===== config.mk =====
export PLATFORM = sky130hd
export DESIGN_NAME = apb_wait_regs_completer
export DESIGN_NICKNAME = d
export VERILOG_FILES = /design/src/rtl/apb_wait_regs_completer.sv
export SDC_FILE = /design/constraint.sdc
export NUM_CORES = 1
export LEC_CHECK = 0
export CAP_MARGIN = 20
export CORE_ASPECT_RATIO = 1.2
export CORE_UTILIZATION = 38
export DETAILED_ROUTE_END_ITERATION = 8
export PLACE_DENSITY_LB_ADDON = 0.12
export SKIP_CTS_REPAIR_TIMING = 1
export SYNTH_ARGS = -nofsm -noshare
export SYNTH_HDL_FRONTEND = slang
export SYNTH_SLANG_ARGS = --single-unit
export TNS_END_PERCENT = 10

===== constraint.sdc =====
create_clock -name PCLK -period 3.7 [get_ports PCLK]
set_input_delay 0.925 -clock PCLK [delete_from_list [all_inputs] [get_ports PCLK]]
set_output_delay 0.925 -clock PCLK [all_outputs]
set_load 0.05 [all_outputs]

===== src/rtl/apb_wait_regs_completer.sv =====
// APB4 scratch-register completer with programmable PREADY wait states
// and PSLVERR on unmapped, read-only or privilege-violating accesses.
module apb_wait_regs_completer #(
  parameter int          ADDRWIDTH  = 12,
  parameter logic [3:0]  WAIT_RESET = 4'd0,
  parameter logic [31:0] ID_VALUE   = 32'h0A5B_0001
) (
  input  logic                 PCLK,
  input  logic                 PRESETn,
  input  logic                 PSEL,
  input  logic                 PENABLE,
  input  logic                 PWRITE,
  input  logic [ADDRWIDTH-1:0] PADDR,
  input  logic [2:0]           PPROT,
  input  logic [3:0]           PSTRB,
  input  logic [31:0]          PWDATA,
  output logic [31:0]          PRDATA,
  output logic                 PREADY,
  output logic                 PSLVERR
);

  localparam logic ST_IDLE   = 1'b0;
  localparam logic ST_ACCESS = 1'b1;

  logic        state_q, state_d;
  logic [3:0]  wcnt_q, wcnt_d;
  logic [31:0] data_q [8];
  logic [31:0] data_d [8];
  logic [3:0]  waitcfg_q, waitcfg_d;
  logic        ctrl_q, ctrl_d;
  logic [15:0] acccnt_q, acccnt_d;
  logic [7:0]  errcnt_q, errcnt_d;

  logic [3:0]  idx;
  logic        hi_zero;
  logic        is_data, is_wait, is_ctrl;
  logic        is_acc, is_err, is_id;
  logic        mapped, err;
  logic        ready;
  logic        commit;
  logic [31:0] rdata;
  logic        unused_bits;

  assign unused_bits = ^{PPROT[2:1], PADDR[1:0]};

  assign idx     = PADDR[5:2];
  assign hi_zero = (PADDR[ADDRWIDTH-1:6] == '0);
  assign is_data = hi_zero && !idx[3];
  assign is_wait = hi_zero && (idx == 4'd8);
  assign is_ctrl = hi_zero && (idx == 4'd9);
  assign is_acc  = hi_zero && (idx == 4'd10);
  assign is_err  = hi_zero && (idx == 4'd11);
  assign is_id   = hi_zero && (idx == 4'd12);
  assign mapped  = is_data | is_wait | is_ctrl
                 | is_acc | is_err | is_id;

  assign err = !mapped
             | (PWRITE & (is_acc | is_err | is_id))
             | (ctrl_q & !PPROT[0]);

  assign ready  = PRESETn && (state_q == ST_ACCESS)
               && (wcnt_q == 4'd0);
  assign commit = ready && PSEL && PENABLE;

  always_comb begin
    rdata = '0;
    unique case (1'b1)
      is_data: rdata = data_q[idx[2:0]];
      is_wait: rdata = {28'd0, waitcfg_q};
      is_ctrl: rdata = {31'd0, ctrl_q};
      is_acc:  rdata = {16'd0, acccnt_q};
      is_err:  rdata = {24'd0, errcnt_q};
      is_id:   rdata = ID_VALUE;
      default: rdata = '0;
    endcase
  end

  assign PREADY  = ready;
  assign PSLVERR = ready && err;
  assign PRDATA  = (ready && !PWRITE && !err) ? rdata : '0;

  always_comb begin
    state_d   = state_q;
    wcnt_d    = wcnt_q;
    data_d    = data_q;
    waitcfg_d = waitcfg_q;
    ctrl_d    = ctrl_q;
    acccnt_d  = acccnt_q;
    errcnt_d  = errcnt_q;
    if (state_q == ST_IDLE) begin
      if (PSEL && !PENABLE) begin
        state_d = ST_ACCESS;
        wcnt_d  = waitcfg_q;
      end
    end else if (!PSEL) begin
      // initiator abandoned the transfer: drop it silently
      state_d = ST_IDLE;
    end else if (PENABLE) begin
      if (wcnt_q != 4'd0) begin
        wcnt_d = wcnt_q - 4'd1;
      end else begin
        state_d  = ST_IDLE;
        acccnt_d = acccnt_q + 16'd1;
        if (err && errcnt_q != 8'hFF)
          errcnt_d = errcnt_q + 8'd1;
        if (PWRITE && !err) begin
          if (is_data) begin
            for (int b = 0; b < 4; b++)
              if (PSTRB[b])
                data_d[idx[2:0]][8*b +: 8] = PWDATA[8*b +: 8];
          end
          if (is_wait && PSTRB[0])
            waitcfg_d = PWDATA[3:0];
          if (is_ctrl && PSTRB[0])
            ctrl_d = PWDATA[0];
        end
      end
    end
  end

  always_ff @(posedge PCLK) begin
    if (!PRESETn) begin
      state_q   <= ST_IDLE;
      wcnt_q    <= 4'd0;
      for (int i = 0; i < 8; i++)
        data_q[i] <= '0;
      waitcfg_q <= WAIT_RESET;
      ctrl_q    <= 1'b0;
      acccnt_q  <= '0;
      errcnt_q  <= '0;
    end else begin
      state_q   <= state_d;
      wcnt_q    <= wcnt_d;
      for (int i = 0; i < 8; i++)
        data_q[i] <= data_d[i];
      waitcfg_q <= waitcfg_d;
      ctrl_q    <= ctrl_d;
      acccnt_q  <= acccnt_d;
      errcnt_q  <= errcnt_d;
    end
  end

  // commit is only a name for the completing cycle; keep it observable
  logic unused_commit;
  assign unused_commit = commit;

endmodule


==> results of run 1 <==
logic make-up after synthesis:
group | Yosys count | share of synthesized area [%]
muxes | 79 | 7.25
adders and majority gates | 4 | 0.363
and+or+nand+nor | 773 | 27.4
DFF | 290 | 42.1
buffers and inverters | 142 | 4.19
xor gates and xnor gates | 11 | 0.698
AOI/OAI and AO/OA | 437 | 18.0
per-layer routing:
| layer | GRT usage [%] | routed length [um] | share of wire [%] | vias up |
|---|---|---|---|---|
| met4 | 11.2 | 2070 | 4.2 | 2 |
| met5 | 0 | 13 | 0.026 | - |
| met3 | 4.30 | 3310 | 6.6 | 118 |
| met1 | 35.4 | 21300 | 43 | 6326 |
| met2 | 43.3 | 23100 | 46 | 463 |
| li1 | - | - | - | 6376 |
through the flow:
stage               setup slack, ns  power, mW  cell area [um2]
global route                -0.0616       7.25            17800
global placement             -0.391       3.75            16700
CTS                          -0.404       7.09            17800
floorplan                    -0.217       3.49            13900
finish                      -0.0219       7.03            17800
detailed placement           -0.399       3.75            16700
layout make-up:
cell class                      instances  area (um2)
Inverter                               12        52.6
Clock inverter                          7        97.6
Fill cell                            3434       18000
Sequential cell                       290        5810
Tap cell                              468         586
Multi-Input combinational cell       1305        7580
Timing Repair Buffer                  267        2690
Clock buffer                           52        1000
registers in the layout, indices dropped and copies added (netlist names):
signal,cells
data_q,256
acccnt_q,16
errcnt_q,8
waitcfg_q,4
wcnt_q,4
ctrl_q,1
state_q,1
layout by cell type (no fill, tap or decap), drive strengths merged, types with 6 or more instances in the layout:
cell type      synthesis  layout
nand2b                 7       7
mux2i                 29      29
nor4                  36      36
or3                   14      14
nand3                 29      29
mux2                  37      37
buf                   64     221
nand2                546     546
o21ai                 30      30
nor2                  65      65
a211oi                13      13
o22ai                 33      33
o221ai                20      20
clkbuf                66      54
inv                   12      14
nor3                  10      10
xnor2                  6       6
nand4                 37      37
dfxtp                290     290
mux4                  13      13
clkdlybuf4s50          0      40
and2                   8       8
a21oi                301     301
critical path, delay by kind of cell:
kind            cells  cell delay, ns
simple gates        3            0.99
buf+inv             3            0.49
compound gates      1            0.39
path summary, 6_finish.rpt:
check | to | slack [ns] | cells past startpoint
worst max register to register | data_q[51] | 1.32 | 9
worst min-delay path | data_q[148] | 0.44 | 2
worst max-delay path | PRDATA[25] | -0.02 | 7
worst min register to register | data_q[148] | 0.44 | 2
cells in the mapped netlist, types with 3 or more instances:
library cell | instances | area share [%]
mux2i_1 | 29 | 2.1
a22o_1 | 3 | 0.19
a211o_1 | 5 | 0.32
mux2_2 | 37 | 3.0
a21oi_1 | 301 | 11
ha_1 | 4 | 0.36
a2bb2oi_1 | 3 | 0.19
nor4_2 | 3 | 0.27
inv_1 | 11 | 0.30
o22ai_1 | 33 | 1.5
nor4_4 | 31 | 4.8
and3_1 | 5 | 0.23
o21ai_0 | 30 | 1.1
a31oi_1 | 3 | 0.14
nor2b_1 | 5 | 0.23
xnor2_1 | 6 | 0.38
buf_4 | 4 | 0.22
nand3_1 | 29 | 1.1
dfxtp_1 | 290 | 42
o221ai_1 | 20 | 1.3
a32oi_1 | 3 | 0.19
a211oi_1 | 11 | 0.60
or3_1 | 14 | 0.63
nor3_1 | 10 | 0.36
a221oi_1 | 5 | 0.32
o211ai_1 | 3 | 0.16
buf_1 | 36 | 0.98
nor2_1 | 65 | 1.8
and2_1 | 6 | 0.27
buf_2 | 24 | 0.87
o21a_1 | 3 | 0.16
clkbuf_1 | 66 | 1.8
mux4_2 | 13 | 2.1
nand4_1 | 36 | 1.6
xor2_1 | 5 | 0.32
nand2b_1 | 7 | 0.32
nand2_1 | 545 | 15
power breakdown:
part | internal, mW | switching [mW] | leakage (nW) | total (mW)
clock network | 2.00 | 1.33 | 0.529 | 3.34
registers | 3.12 | 0.00231 | 2.33 | 3.13
logic | 0.203 | 0.361 | 3.39 | 0.565
total | 5.33 | 1.70 | 6.26 | 7.03
==> flow_metrics.py, run 1 <==
metrics = {
    "global_routing": {
        "gr-total-overflow": 0,
        "grt_pass1_vias": 12600,
        "grt_antenna_before_repair": 1,
        "grt_pass1_wl_um": 75300,
        "grt.total_usage_pct": 26.8,
        "grt_max_degree": 105,
    },
    "place": {
        "dp_hpwl_um": 33800,
        "dp.cells": 2341,
        "gp_congestion": 0.833,
        "portBuffers": 85,
    },
    "final_layout": {
        "area_delta_synth_final_pct": 29.1,
        "num-nets-final": 1970,
        "drive_gt1_share_pct": 19.9,
        "utilization_pct": 49.7,
        "fin_cells": 2401,
        "num_antenna_cells": 0,
    },
    "drt": {
        "dr_total_vias": 13300,
        "dr.pass1.iters": 5,
        "wl_per_cell_um": 20.7,
        "drt_wl_total_um": 49800,
        "drcViolationCount": 0,
        "via_per_inst": 5.53,
        "drtIter0Drc": 1150,
        "antenna_left": 0,
    },
    "timing": {
        "clock_skew_ns": 0.00963,
        "max_slew_margin_pct": 53.9,
        "whs_ns": 0.444,
        "hold_viol": 0,
        "report.final.slew_viol_count": 0,
        "tightest_slew_ns": 0.690,
        "layout_min_cycle_time_ns": 3.72,
        "fin_crit_sh_pct": 101,
        "fin_tns_setup_ns": -0.0219,
        "rsz0062_at_grt": "yes",
        "fin_ws_ns": -0.0219,
        "fmax_mhz": 269,
        "finalSetupViolCount": 1,
    },
    "pwr": {
        "power_density_nw_per_um2": 395,
        "cellLeakagePower_nw": 6.26,
        "vdd_drop_max_v": 0.000348,
    },
    "flow_run": {
        "maxCapViolations": 0,
    },
    "worst_setup_path": {
        "critPathRequiredTime_ns": 2.77,
        "end_kind": "output pin",
        "r2r_start": "wcnt_q[0]",
        "cp.arrival_ns": 2.80,
        "crit_path_start_kind": "input port",
        "path_class": "in -> out",
        "cpPeakStageDelay_ns": 0.44,
        "crit_slowest_cell": "or3_4",
        "crit_start": "PADDR[8]",
        "crit_chain": "buf_6, nor4_4, nand4_4, or3_4, buf_4, a2111oi_4, buf_12",
        "cp_max_fo": 6,
    },
    "logic_synthesis": {
        "ys_async_sr_fraction_pct": 0,
        "ys_seq_elements": 290,
        "ys.flop_type": "dfxtp_1",
        "synth_edf_count": 0,
        "yosysUniqueCellTypes": 61,
        "syn-num-nets": 1796,
        "avgSynthCellArea_um2": 7.95,
        "ys_seq_area_share_pct": 42.1,
        "yosys_warnings": 0,
        "syn_inst": 1736,
        "synth_area_um2": 13800,
    },
    "clock_network": {
        "clkTransAtPathRegs_ns": 0.06,
        "numCtsBuffers": 34,
        "clockBufferDepth": 3,
        "cts_tree": "built",
        "cts.sinks": 290,
        "cts.htree.levels": 2,
        "cts_root_buf": "clkbuf_16",
        "clk_latency_ns": 0.52,
    },
    "hold_path": {
        "holdCritStartpoint": "data_q[148]",
        "hold_path_class": "reg -> reg",
    },
    "die": {
        "io_pins": 90,
        "row_count": 76,
        "dieArea_um2": 37100,
        "dieWidth_um": 176,
        "die_h_um": 211,
        "initial_core_util_pct": 38.5,
        "core_um2": 35800,
    },
    "run_status": {
        "outcome": "finished with violations",
        "failed_checks": "negative setup slack",
    },
}
Note: power is estimated with default switching activity, not from simulation.
==> inputs of run 2 (changes only) <==
CORE_MARGIN = 2   (was unset)
SKIP_LAST_GASP = 1   (was unset)
==> run 2 against run 1 <==
- the run still ends with negative setup slack left
- register-to-register slack about the same
- sequential power barely moved
- final area decreased by 0.13%
- via count is 0.45% higher
- flip-flop and latch count stayed put
- count of clock-buffer cells in the layout down 3
- die area up 2.1%
- non-clock buffer count stayed put
- fmax down 0.35%
- cell count down 0.12%
- clock skew increased by 0.0065 ns
- first-iteration DRC count increased by 14%
- critical path type unchanged
==> flow_metrics.py, run 2 (same netlist as run 1, synthesis figures left out) <==
metrics = {
    "worst_setup_path": {
        "end_kind": "output pin",
        "crit_slowest_cell": "or3_4",
        "crit_chain": "dlymetal6s2s_1, nor4_4, buf_4, nand4_4, or3_4, or2_4, buf_12, a211oi_4, buf_12",
        "cp.arrival_ns": 2.81,
        "worst-r2r-cell-count": 8,
        "crit_path_start_kind": "input port",
        "r2r_setup_slack_ns": 1.32,
        "cp_max_fo": 9,
        "path_class": "in -> out",
        "cpMostUsedCell": "buf_12",
        "r2r_start": "ctrl_q",
        "r2r-end": "errcnt_q[4]",
        "critPathRequiredTime_ns": 2.77,
        "cpPeakStageDelay_ns": 0.35,
    },
    "clock_network": {
        "cts.sinks": 290,
        "clkTransAtPathRegs_ns": 0.06,
        "numCtsBuffers": 34,
        "clockBufferDepth": 3,
        "cts.htree.levels": 2,
        "clk_latency_ns": 0.53,
        "cts_tree": "built",
        "cts_root_buf": "clkbuf_16",
    },
    "die": {
        "row_count": 76,
        "dieArea_um2": 37900,
        "io_pins": 90,
        "initial_core_util_pct": 38.5,
        "die_h_um": 213,
        "dieWidth_um": 178,
        "core_um2": 35800,
    },
    "pwr": {
        "swShare_pct": 24.4,
        "p_comb_share_pct": 8.1,
        "power.internal_mw": 5.25,
        "power_mw": 6.95,
        "seq_power_share_pct": 45.0,
        "vdd_drop_max_v": 0.000351,
        "p_switching_mw": 1.70,
        "cellLeakagePower_nw": 6.29,
        "power_frac_clock_pct": 46.9,
        "power_density_nw_per_um2": 391,
    },
    "global_routing": {
        "grt_pass1_vias": 12900,
        "grt_antenna_before_repair": 2,
        "gr-total-overflow": 0,
        "grt.total_usage_pct": 26.7,
        "grt_max_degree": 88,
        "grt_pass1_wl_um": 76400,
    },
    "drt": {
        "wl_per_cell_um": 21.1,
        "drtIter0Drc": 1309,
        "drcViolationCount": 0,
        "drt_wl_total_um": 50500,
        "antenna_left": 0,
        "via_per_inst": 5.57,
        "dr.pass1.iters": 7,
        "dr_total_vias": 13300,
    },
    "final_layout": {
        "num_antenna_cells": 0,
        "drive_gt1_share_pct": 19.8,
        "utilization_pct": 49.6,
        "area_delta_synth_final_pct": 28.9,
        "regMostFlops": "data_q",
        "final_cell_mix": "nand2_1 (544), a21oi_1 (300), dfxtp_1 (290)",
        "largest_reg_flops": 256,
        "num-nets-final": 1969,
        "layout_commonest_cell": "nand2_1",
        "nFillCells": 3464,
        "largestRegisters": "data_q (256), acccnt_q (16), errcnt_q (8)",
        "multi_input_area_um2": 7560,
        "seqCellArea_um2": 5810,
    },
    "timing": {
        "fmax_mhz": 268,
        "clock_skew_ns": 0.0161,
        "rsz0062_at_grt": "yes",
        "report.final.slew_viol_count": 0,
        "fin_crit_sh_pct": 101,
        "max_slew_margin_pct": 38.4,
        "hold_viol": 0,
        "finalSetupViolCount": 2,
        "layout_min_cycle_time_ns": 3.74,
        "fin_ws_ns": -0.0351,
        "tightest_slew_ns": 0.924,
    },
    "place": {
        "dp_hpwl_um": 34100,
        "gp_congestion": 0.841,
        "portBuffers": 85,
    },
    "hold_path": {
        "hold_path_class": "reg -> reg",
        "holdCritStartpoint": "data_q[229]",
        "min_to": "data_q[229]",
        "hold_depth": 2,
    },
    "flow_run": {
        "maxCapViolations": 0,
    },
    "run_status": {
        "outcome": "finished with violations",
        "failed_checks": "negative setup slack",
    },
}
[run 2: cell type report]
cell class	instances	share of cell area, %
inverter	12	0.295
sequential	290	32.6
multi-input combinational	1304	42.5
clock inverter	8	0.239
tap	468	3.29
timing repair buffer	267	15.2
clock buffer	49	5.80
[run 2: layer usage]
| metal | routed length (um) | global-route usage (%) |
|---|---|---|
| met1 | 21700 | 34.8 |
| met2 | 23700 | 44.3 |
| met3 | 3000 | 4.02 |
| met4 | 2030 | 10.5 |
| met5 | 13 | 0 |
[run 2: how the worst max path moves through the flow]
stage | startpoint | end | slack [ns] | depth (start not counted)
after floorplan | PADDR[4] | PRDATA[7] | -0.22 | 8
after global placement | PADDR[7] | PRDATA[26] | -0.41 | 8
after detailed placement | PADDR[7] | PRDATA[26] | -0.44 | 8
after CTS | PADDR[7] | PRDATA[26] | -0.43 | 8
after global routing | PADDR[8] | PRDATA[29] | -0.07 | 9
final | PADDR[8] | PRDATA[29] | -0.04 | 9
[run 2: stage by stage]
step	setup TNS, ns	std cells	instance area (um2)	hold slack [ns]	worst slack, ns
after detailed placement	-8.19	2340	16700	0.441	-0.435
final	-0.0496	2398	17800	0.447	-0.0351
after global placement	-7.56	2340	16700	0.434	-0.406
after floorplan	-3.89	1736	13900	0.427	-0.217
after CTS	-8.18	2397	17700	0.450	-0.431
after global routing	-0.282	2398	17800	0.463	-0.0706
[run 2: power groups by stage]
stage / clock [mW] / sequential, mW / combinational, mW
after floorplan: 0 / 3.19 / 0.291
after global placement: 0 / 3.20 / 0.554
after detailed placement: 0 / 3.20 / 0.552
after CTS: 3.33 / 3.13 / 0.554
after global routing: 3.45 / 3.13 / 0.588
final: 3.26 / 3.13 / 0.562
[run 2: critical path, delay by kind of cell]
family | cells | cell delay [ns]
AOI/OAI and AO/OA | 1 | 0.27
buffers and inverters | 4 | 0.65
and+or+nand+nor | 4 | 0.96
==> inputs of run 3 (changes only) <==
ABC_AREA = 1   (was unset)
==> run 3 against run 2 <==
- hold slack better by 0.019 ns
- the run now ends clean
- largest cell class unchanged
- combinational power grew 22%
- wire length is 10% higher
==> flow_metrics.py, run 3 <==
metrics = {
    "run_status": {
        "outcome": "complete, no violations",
    },
    "global_routing": {
        "grt.total_usage_pct": 25.0,
        "gr-total-overflow": 0,
        "grt_pass1_wl_um": 86400,
        "grt_antenna_before_repair": 0,
        "grt_pass1_vias": 15400,
        "grt_max_degree": 94,
    },
    "place": {
        "dpl-instance-area_um2": 19000,
        "dp_hpwl_um": 36800,
        "gp_congestion": 0.881,
        "preCtsSetupSlack_ns": -0.321,
        "portBuffers": 85,
    },
    "logic_synthesis": {
        "yosysUniqueCellTypes": 37,
        "synth_area_um2": 16200,
        "yosysMostFrequentCell": "inv_1",
        "yosys_warnings": 0,
        "syn-num-nets": 2599,
        "synthTopCellsByCount": "inv_1 (586), nand2_1 (584), nor2_1 (309)",
        "ys_async_sr_fraction_pct": 0,
        "yosys.area.top_type": "dfxtp_1",
        "ys_seq_elements": 290,
        "ys_seq_area_share_pct": 35.9,
        "syn_inst": 2539,
        "synth.area.top_cells": "dfxtp_1 (36%), inv_1 (14%), nand2_1 (14%)",
        "avgSynthCellArea_um2": 6.37,
        "synth_top_cell_area_share_pct": 35.9,
        "synth_edf_count": 0,
        "ys.flop_type": "dfxtp_1",
    },
    "die": {
        "initial_core_util_pct": 38.7,
        "die_h_um": 230,
        "io_pins": 90,
        "core_um2": 41900,
        "dieWidth_um": 192,
        "dieArea_um2": 44300,
        "row_count": 82,
    },
    "timing": {
        "max_slew_margin_pct": 30.8,
        "layout_min_cycle_time_ns": 3.60,
        "fin_crit_sh_pct": 97.3,
        "whs_ns": 0.466,
        "report.final.slew_viol_count": 0,
        "finalSetupViolCount": 0,
        "clock_skew_ns": 0.0103,
        "fmax_mhz": 278,
        "fin_ws_ns": 0.0982,
        "hold_viol": 0,
        "tightest_slew_ns": 1.04,
    },
    "drt": {
        "drt_wl_total_um": 55700,
        "wl_per_cell_um": 17.1,
        "dr.pass1.iters": 5,
        "via_per_inst": 5.03,
        "antenna_left": 0,
        "drcViolationCount": 0,
        "dr_total_vias": 16400,
        "drtIter0Drc": 1109,
    },
    "clock_network": {
        "cts.htree.levels": 2,
        "clk_latency_ns": 0.53,
        "cts_root_buf": "clkbuf_16",
        "clkTransAtPathRegs_ns": 0.06,
        "cts.sinks": 290,
        "clockBufferDepth": 3,
        "numCtsBuffers": 34,
        "cts_tree": "built",
    },
    "worst_setup_path": {
        "r2r-end": "data_q[164]",
        "r2r_setup_slack_ns": 1.32,
        "end_kind": "output pin",
        "crit_path_start_kind": "input port",
        "critPathRequiredTime_ns": 2.77,
        "r2r_start": "wcnt_q[0]",
        "path_class": "in -> out",
        "cp_max_fo": 5,
        "cp.arrival_ns": 2.68,
        "worst-r2r-cell-count": 11,
    },
    "final_layout": {
        "drive_gt1_share_pct": 13.7,
        "layout_commonest_cell": "inv_1",
        "largestRegisters": "data_q (256), acccnt_q (16), errcnt_q (8)",
        "area_delta_synth_final_pct": 25.7,
        "final_cell_mix": "inv_1 (584), nand2_1 (580), nor2_1 (290), dfxtp_1 (290), nand4_1 (271)",
        "fin_area_um2": 20300,
        "num-nets-final": 2743,
        "utilization_pct": 48.6,
        "num_antenna_cells": 0,
        "nFillCells": 4267,
        "largest_reg_flops": 256,
        "regMostFlops": "data_q",
    },
    "pwr": {
        "cellLeakagePower_nw": 8.95,
        "power_frac_clock_pct": 46.3,
        "swShare_pct": 25.4,
        "power.internal_mw": 5.30,
        "power_density_nw_per_um2": 350,
        "p_switching_mw": 1.81,
        "p_comb_share_pct": 9.6,
        "vdd_drop_max_v": 0.000308,
        "seq_power_share_pct": 44.0,
        "power_mw": 7.11,
    },
    "hold_path": {
        "min_to": "acccnt_q[15]",
        "hold_path_class": "reg -> reg",
        "holdCritStartpoint": "acccnt_q[15]",
        "hold_depth": 2,
    },
    "flow_run": {
        "maxCapViolations": 0,
    },
}
run 3: changes by cell type after synthesis, sizes merged, moves of 38 or more:
| cell | before | now |
|---|---|---|
| nand3 | 29 | 67 |
| nand2 | 546 | 584 |
| a21oi | 301 | 51 |
| o22ai | 33 | 78 |
| nand4 | 37 | 272 |
| inv | 12 | 596 |
| nor2 | 65 | 315 |
run 3: final cells by class:
type | count | area, um2 | share of cell area, %
multi-input combinational | 1492 | 7750 | 38.1
sequential | 290 | 5810 | 28.5
timing repair buffer | 263 | 2770 | 13.6
inverter | 602 | 2260 | 11.1
clock buffer | 54 | 1050 | 5.16
tap | 546 | 683 | 3.36
clock inverter | 2 | 10.0 | 0.0492
run 3: worst max-delay path by stage:
stage	startpoint	end	cells past startpoint
2_1_floorplan	PRESETn	PRDATA[19]	6
3_3_place_gp	PADDR[4]	PRDATA[14]	9
3_5_place_dp	PADDR[4]	PRDATA[14]	9
4_1_cts	PADDR[4]	PRDATA[7]	12
5_1_grt	PADDR[6]	PRDATA[18]	12
6_report	PADDR[6]	PRDATA[22]	12
run 3: cell families after synthesis:
group,synth area share (%)
DFF,35.9
xor gates and xnor gates,0.596
AOI/OAI and AO/OA,8.24
adders and majority gates,0.309
and+or+nand+nor,36.9
buffers and inverters,18.0
run 3: power groups by stage:
stage               Sequential [mW]  Combinational, mW  Clock [mW]
floorplan                      3.20              0.356           0
global placement               3.20              0.663           0
detailed placement             3.20              0.664           0
CTS                            3.13              0.666        3.34
global route                   3.13              0.736        3.46
finish                         3.13              0.685        3.29
run 3: per-layer routing:
| metal | wire (um) | GRT usage, % | up-vias |
|---|---|---|---|
| met5 | 0 | 0 | - |
| met4 | 1360 | 6.68 | 0 |
| met3 | 3310 | 3.04 | 83 |
| met2 | 26200 | 42.2 | 477 |
| met1 | 24800 | 33.5 | 7515 |
| li1 | - | - | 8279 |
run 3: worst max-delay path, cell delays in order:
cell,delay [ns]
dlymetal6s2s_1,0.13
nor2_2,0.15
buf_4,0.12
nand4_1,0.12
nor2_2,0.17
nor2_2,0.05
nand2_1,0.08
nand4_1,0.20
buf_6,0.21
clkbuf_16,0.16
a21oi_4,0.18
buf_12,0.16
run 3: per-stage QoR:
stage | TNS (ns) | std cells
global route | -0.0467 | 3249
CTS | -8.22 | 3245
detailed placement | -10.19 | 3189
floorplan | -1.90 | 2539
finish | 0 | 3249
global placement | -9.91 | 3189
